--- src/rtl/wb_regfile.sv ---
// Write-back stage register plus a 32x32 register file with two combinational read ports.
// The WB stage contents are exported for forwarding, and the read ports bypass a pending write.
module wb_regfile (
  input  logic        clk,
  input  logic        rst,
  input  logic [4:0]  mem_wd,
  input  logic        mem_wreg,
  input  logic [31:0] mem_wdata,
  input  logic        stall,
  input  logic        flush,
  input  logic        re1,
  input  logic        re2,
  input  logic [4:0]  raddr1,
  input  logic [4:0]  raddr2,
  output logic [31:0] rdata1,
  output logic [31:0] rdata2,
  output logic [4:0]  wb_wd,
  output logic        wb_wreg,
  output logic [31:0] wb_wdata
);

  logic [31:0] regs [32];

  // Flush wins over stall so that a bubble can be forced into a held stage.
  always_ff @(posedge clk) begin
    if (rst) begin
      wb_wd    <= 5'd0;
      wb_wreg  <= 1'b0;
      wb_wdata <= 32'h0000_0000;
    end else if (flush) begin
      wb_wd    <= 5'd0;
      wb_wreg  <= 1'b0;
      wb_wdata <= 32'h0000_0000;
    end else if (!stall) begin
      wb_wd    <= mem_wd;
      wb_wreg  <= mem_wreg;
      wb_wdata <= mem_wdata;
    end
  end

  // The array write ignores stall: a held stage simply rewrites the same value.
  always_ff @(posedge clk) begin
    if (rst) begin
      for (int i = 0; i < 32; i++) begin
        regs[i] <= 32'h0000_0000;
      end
    end else if (wb_wreg && (wb_wd != 5'd0)) begin
      regs[wb_wd] <= wb_wdata;
    end
  end

  assign rdata1 = (rst || (raddr1 == 5'd0) || !re1) ? 32'h0000_0000 :
                  (wb_wreg && (raddr1 == wb_wd))    ? wb_wdata      :
                                                      regs[raddr1];

  assign rdata2 = (rst || (raddr2 == 5'd0) || !re2) ? 32'h0000_0000 :
                  (wb_wreg && (raddr2 == wb_wd))    ? wb_wdata      :
                                                      regs[raddr2];

endmodule

--- config.mk ---
export PLATFORM = sky130hd
export DESIGN_NAME = wb_regfile
export DESIGN_NICKNAME = d
export VERILOG_FILES = /design/src/rtl/wb_regfile.sv
export SDC_FILE = /design/constraint.sdc
export NUM_CORES = 2
export LEC_CHECK = 0
export ABC_AREA = 0
export BUFFER_PORTS_ARGS = -buffer_cell sky130_fd_sc_hd__buf_2
export CORE_MARGIN = 2
export CORE_UTILIZATION = 40
export CTS_BUF_LIST = sky130_fd_sc_hd__clkbuf_8
export CTS_CLUSTER_SIZE = 8
export DETAILED_ROUTE_END_ITERATION = 16
export PLACE_DENSITY = 0.61
export SKIP_CTS_REPAIR_TIMING = 1
export SYNTH_ARGS = -nofsm -noshare
export SYNTH_HDL_FRONTEND = slang
export SYNTH_SLANG_ARGS = --single-unit
--- constraint.sdc ---
create_clock -name clk -period 2.67 [get_ports clk]
set_clock_uncertainty 0.2 [all_clocks]
set_input_delay 0.267 -clock clk [delete_from_list [all_inputs] [get_ports clk]]
set_output_delay 0.267 -clock clk [all_outputs]
set_load 0.01 [all_outputs]
==> impl_metrics.json <==
{
  "path_max_fanout": 15,
  "routedWlPerCell_um": 31.5,
  "cp_top_family": "buffers and inverters",
  "synth_top_area_share": 0.539,
  "pin_count": 156,
  "power_mw": 37.7,
  "finalSetupViolCount": 64,
  "synth_edf_count": 1024,
  "die-width_um": 382,
  "avgViaCountPerCell": 6.01,
  "rows": 138,
  "critPathSlowestCell": "dfxtp_4",
  "start_util": 0.403,
  "placedCellCount": 6084,
  "dr.pass1.iters": 6,
  "cts.sinks": 1062,
  "synth_cell_type_count": 44,
  "final_common_cell": "edfxtp_1",
  "relSlewSlack": 0.446,
  "hpwl_mm": 132,
  "overflow": 0,
  "drc": 0,
  "clockRootBuffer": "clkbuf_8",
  "netlist_instances": 3937,
  "worst_pin_slew_ps": 831,
  "worstPathCellList": "xnor2_4 > nand4_1 > buf_4 > o211ai_4 > buf_12 > buf_12 > a211oi_1 > buf_4 > a211o_4 > buf_2",
  "wl_mm": 208,
  "max-cap-violations": 0,
  "ys_ff_latch": 1062,
  "grt_pass1_wl_mm": 287,
  "worstRegToRegCells": 8,
  "ys_seq_area_frac": 0.552,
  "via_count": 39500,
  "cts_tree": "yes",
  "synth.area.top_cells": "edfxtp_1 54%, mux4_2 18%, and2_1 11%",
  "rsz0062_at_grt": "true",
  "path_clk_slew_ps": 60,
  "cts_inserted_buffers": 183,
  "final_util": 0.497,
  "crit_cells": 10,
  "ys_warn_count": 0,
  "ant_nets": 0,
  "p_leak_nw": 27.0,
  "drv_slew": 0,
  "antenna_found_initial": 16,
  "fmax_mhz": 269,
  "hold_path_class": "in -> reg",
  "period_share": 1.39,
  "min_path_cells": 4,
  "critPathBufInv": 5,
  "cts_buffer_depth": 3,
  "min_period_ps": 3720,
  "cp_slowest_stage_delay_ps": 410,
  "worst_ep_required_time_ps": 2200,
  "nets": 4605,
  "portBuffers": 155,
  "die_h_um": 382,
  "mostFrequentLayoutCells": "1024 x edfxtp_1, 993 x and2_1, 449 x mux4_2",
  "grt_usage": 0.278,
  "pwr_density_cell_nw_per_um2": 536,
  "violations": "negative setup slack",
  "ir_drop_uv": 537,
  "core_um2": 142000,
  "grt_pass1_vias": 38300,
  "cp.arrival_ps": 3250,
  "tns_ps": -56920,
  "grt_max_degree": 103,
  "syn_area_um2": 57100,
  "htreeDepth": 4,
  "drive_gt1_frac": 0.348,
  "endpoint_kind": "output port",
  "final_cells": 6585,
  "hold_violations": 0,
  "place_congestion": 0.883,
  "synth-main-ff-cell": "edfxtp_1",
  "status": "finished with violations",
  "clock_latency_ps": 930,
  "drt-initial-drc-count": 5418,
  "die_area_um2": 146000,
  "setup_ws_ps": -1050,
  "synthArstFlopShare": 0,
  "path_class": "reg -> out",
  "synth_area_leader_cell": "edfxtp_1",
  "startpoint_type": "flop",
  "area_delta_synth_final_pct": 23.4,
  "avgSynthCellArea_um2": 14.5
}
synthesized netlist by cell type, drive strengths merged (2+ instances only):
| master | count |
|---|---|
| a211o | 31 |
| a21oi | 34 |
| and2 | 993 |
| edfxtp | 1024 |
| nor3 | 2 |
| nor2 | 77 |
| o211ai | 2 |
| o21ai | 4 |
| nand2b | 4 |
| mux2 | 126 |
| a22oi | 36 |
| or2 | 32 |
| nor3b | 2 |
| dfxtp | 38 |
| nand3b | 5 |
| nand3 | 32 |
| a21boi | 32 |
| buf | 134 |
| nor2b | 95 |
| xnor2 | 9 |
| o31ai | 31 |
| a211oi | 155 |
| nand2 | 131 |
| mux4 | 449 |
| nand4 | 2 |
| clkbuf | 282 |
| a221oi | 31 |
| mux2i | 134 |
routing by layer:
layer,wire [um],track usage
met4,8690,0.109
met1,79800,0.375
met5,0,0
met2,96600,0.434
met3,22600,0.0653
path summary, 6_finish.rpt:
| check | start | endpoint | slack [ps] |
|---|---|---|---|
| hold reg to reg | wb_wdata[6] | regs[25][6] | 500 |
| setup / recovery | wb_wd[1] | rdata1[7] | -1050 |
| setup reg to reg | wb_wd[3] | regs[4][11] | 50 |
| hold / removal | rst | regs[0][3] | 110 |
area by class of cell:
cell class	count	area (um^2)
Antenna cell	5	12.5
Clock buffer	195	2680
Clock inverter	129	591
Fill cell	11900	71200
Inverter	1	3.75
Multi-Input combinational cell	2489	24900
Sequential cell	1062	31500
Tap cell	1890	2360
Timing Repair Buffer	814	8320
tightest hold or removal path, delay by kind of cell:
family	cells	cell delay, ps
buffers and inverters	4	730
registers in the layout, indices dropped and copies added, names as in the netlist:
name / count
wb_wdata: 32
wb_wreg: 1
wb_wd: 5
regs: 1024
cell families (layout without fill, tap and decap cells):
group / after synthesis / count (layout) / share of synthesized area
compound gates: 358 / 358 / 0.0470
xor+xnor: 10 / 10 / 0.00153
buf+inv: 417 / 1139 / 0.0323
flops: 1062 / 1062 / 0.552
mux: 709 / 709 / 0.225
other cells: 1 / 37 / 0.0000657
simple gates: 1380 / 1380 / 0.142
report_power, final:
| part | total, mW | leakage [nW] | switching (mW) | internal [mW] |
|---|---|---|---|---|
| Combinational | 4.83 | 14.1 | 2.57 | 2.26 |
| Sequential | 19.1 | 11.0 | 0.333 | 18.8 |
| Clock | 13.8 | 1.93 | 7.06 | 6.74 |
| Total | 37.7 | 27.0 | 9.96 | 27.8 |
stage by stage:
stage               hold WS, ps  instance area, um^2  setup slack (ps)
global placement            296                64200              -561
floorplan                   211                57200               304
CTS                        -709                67500             -1570
finish                      110                70400             -1050
detailed placement          306                64200              -513
global route               48.2                70400             -1130
(Power assumes the default switching activity.)
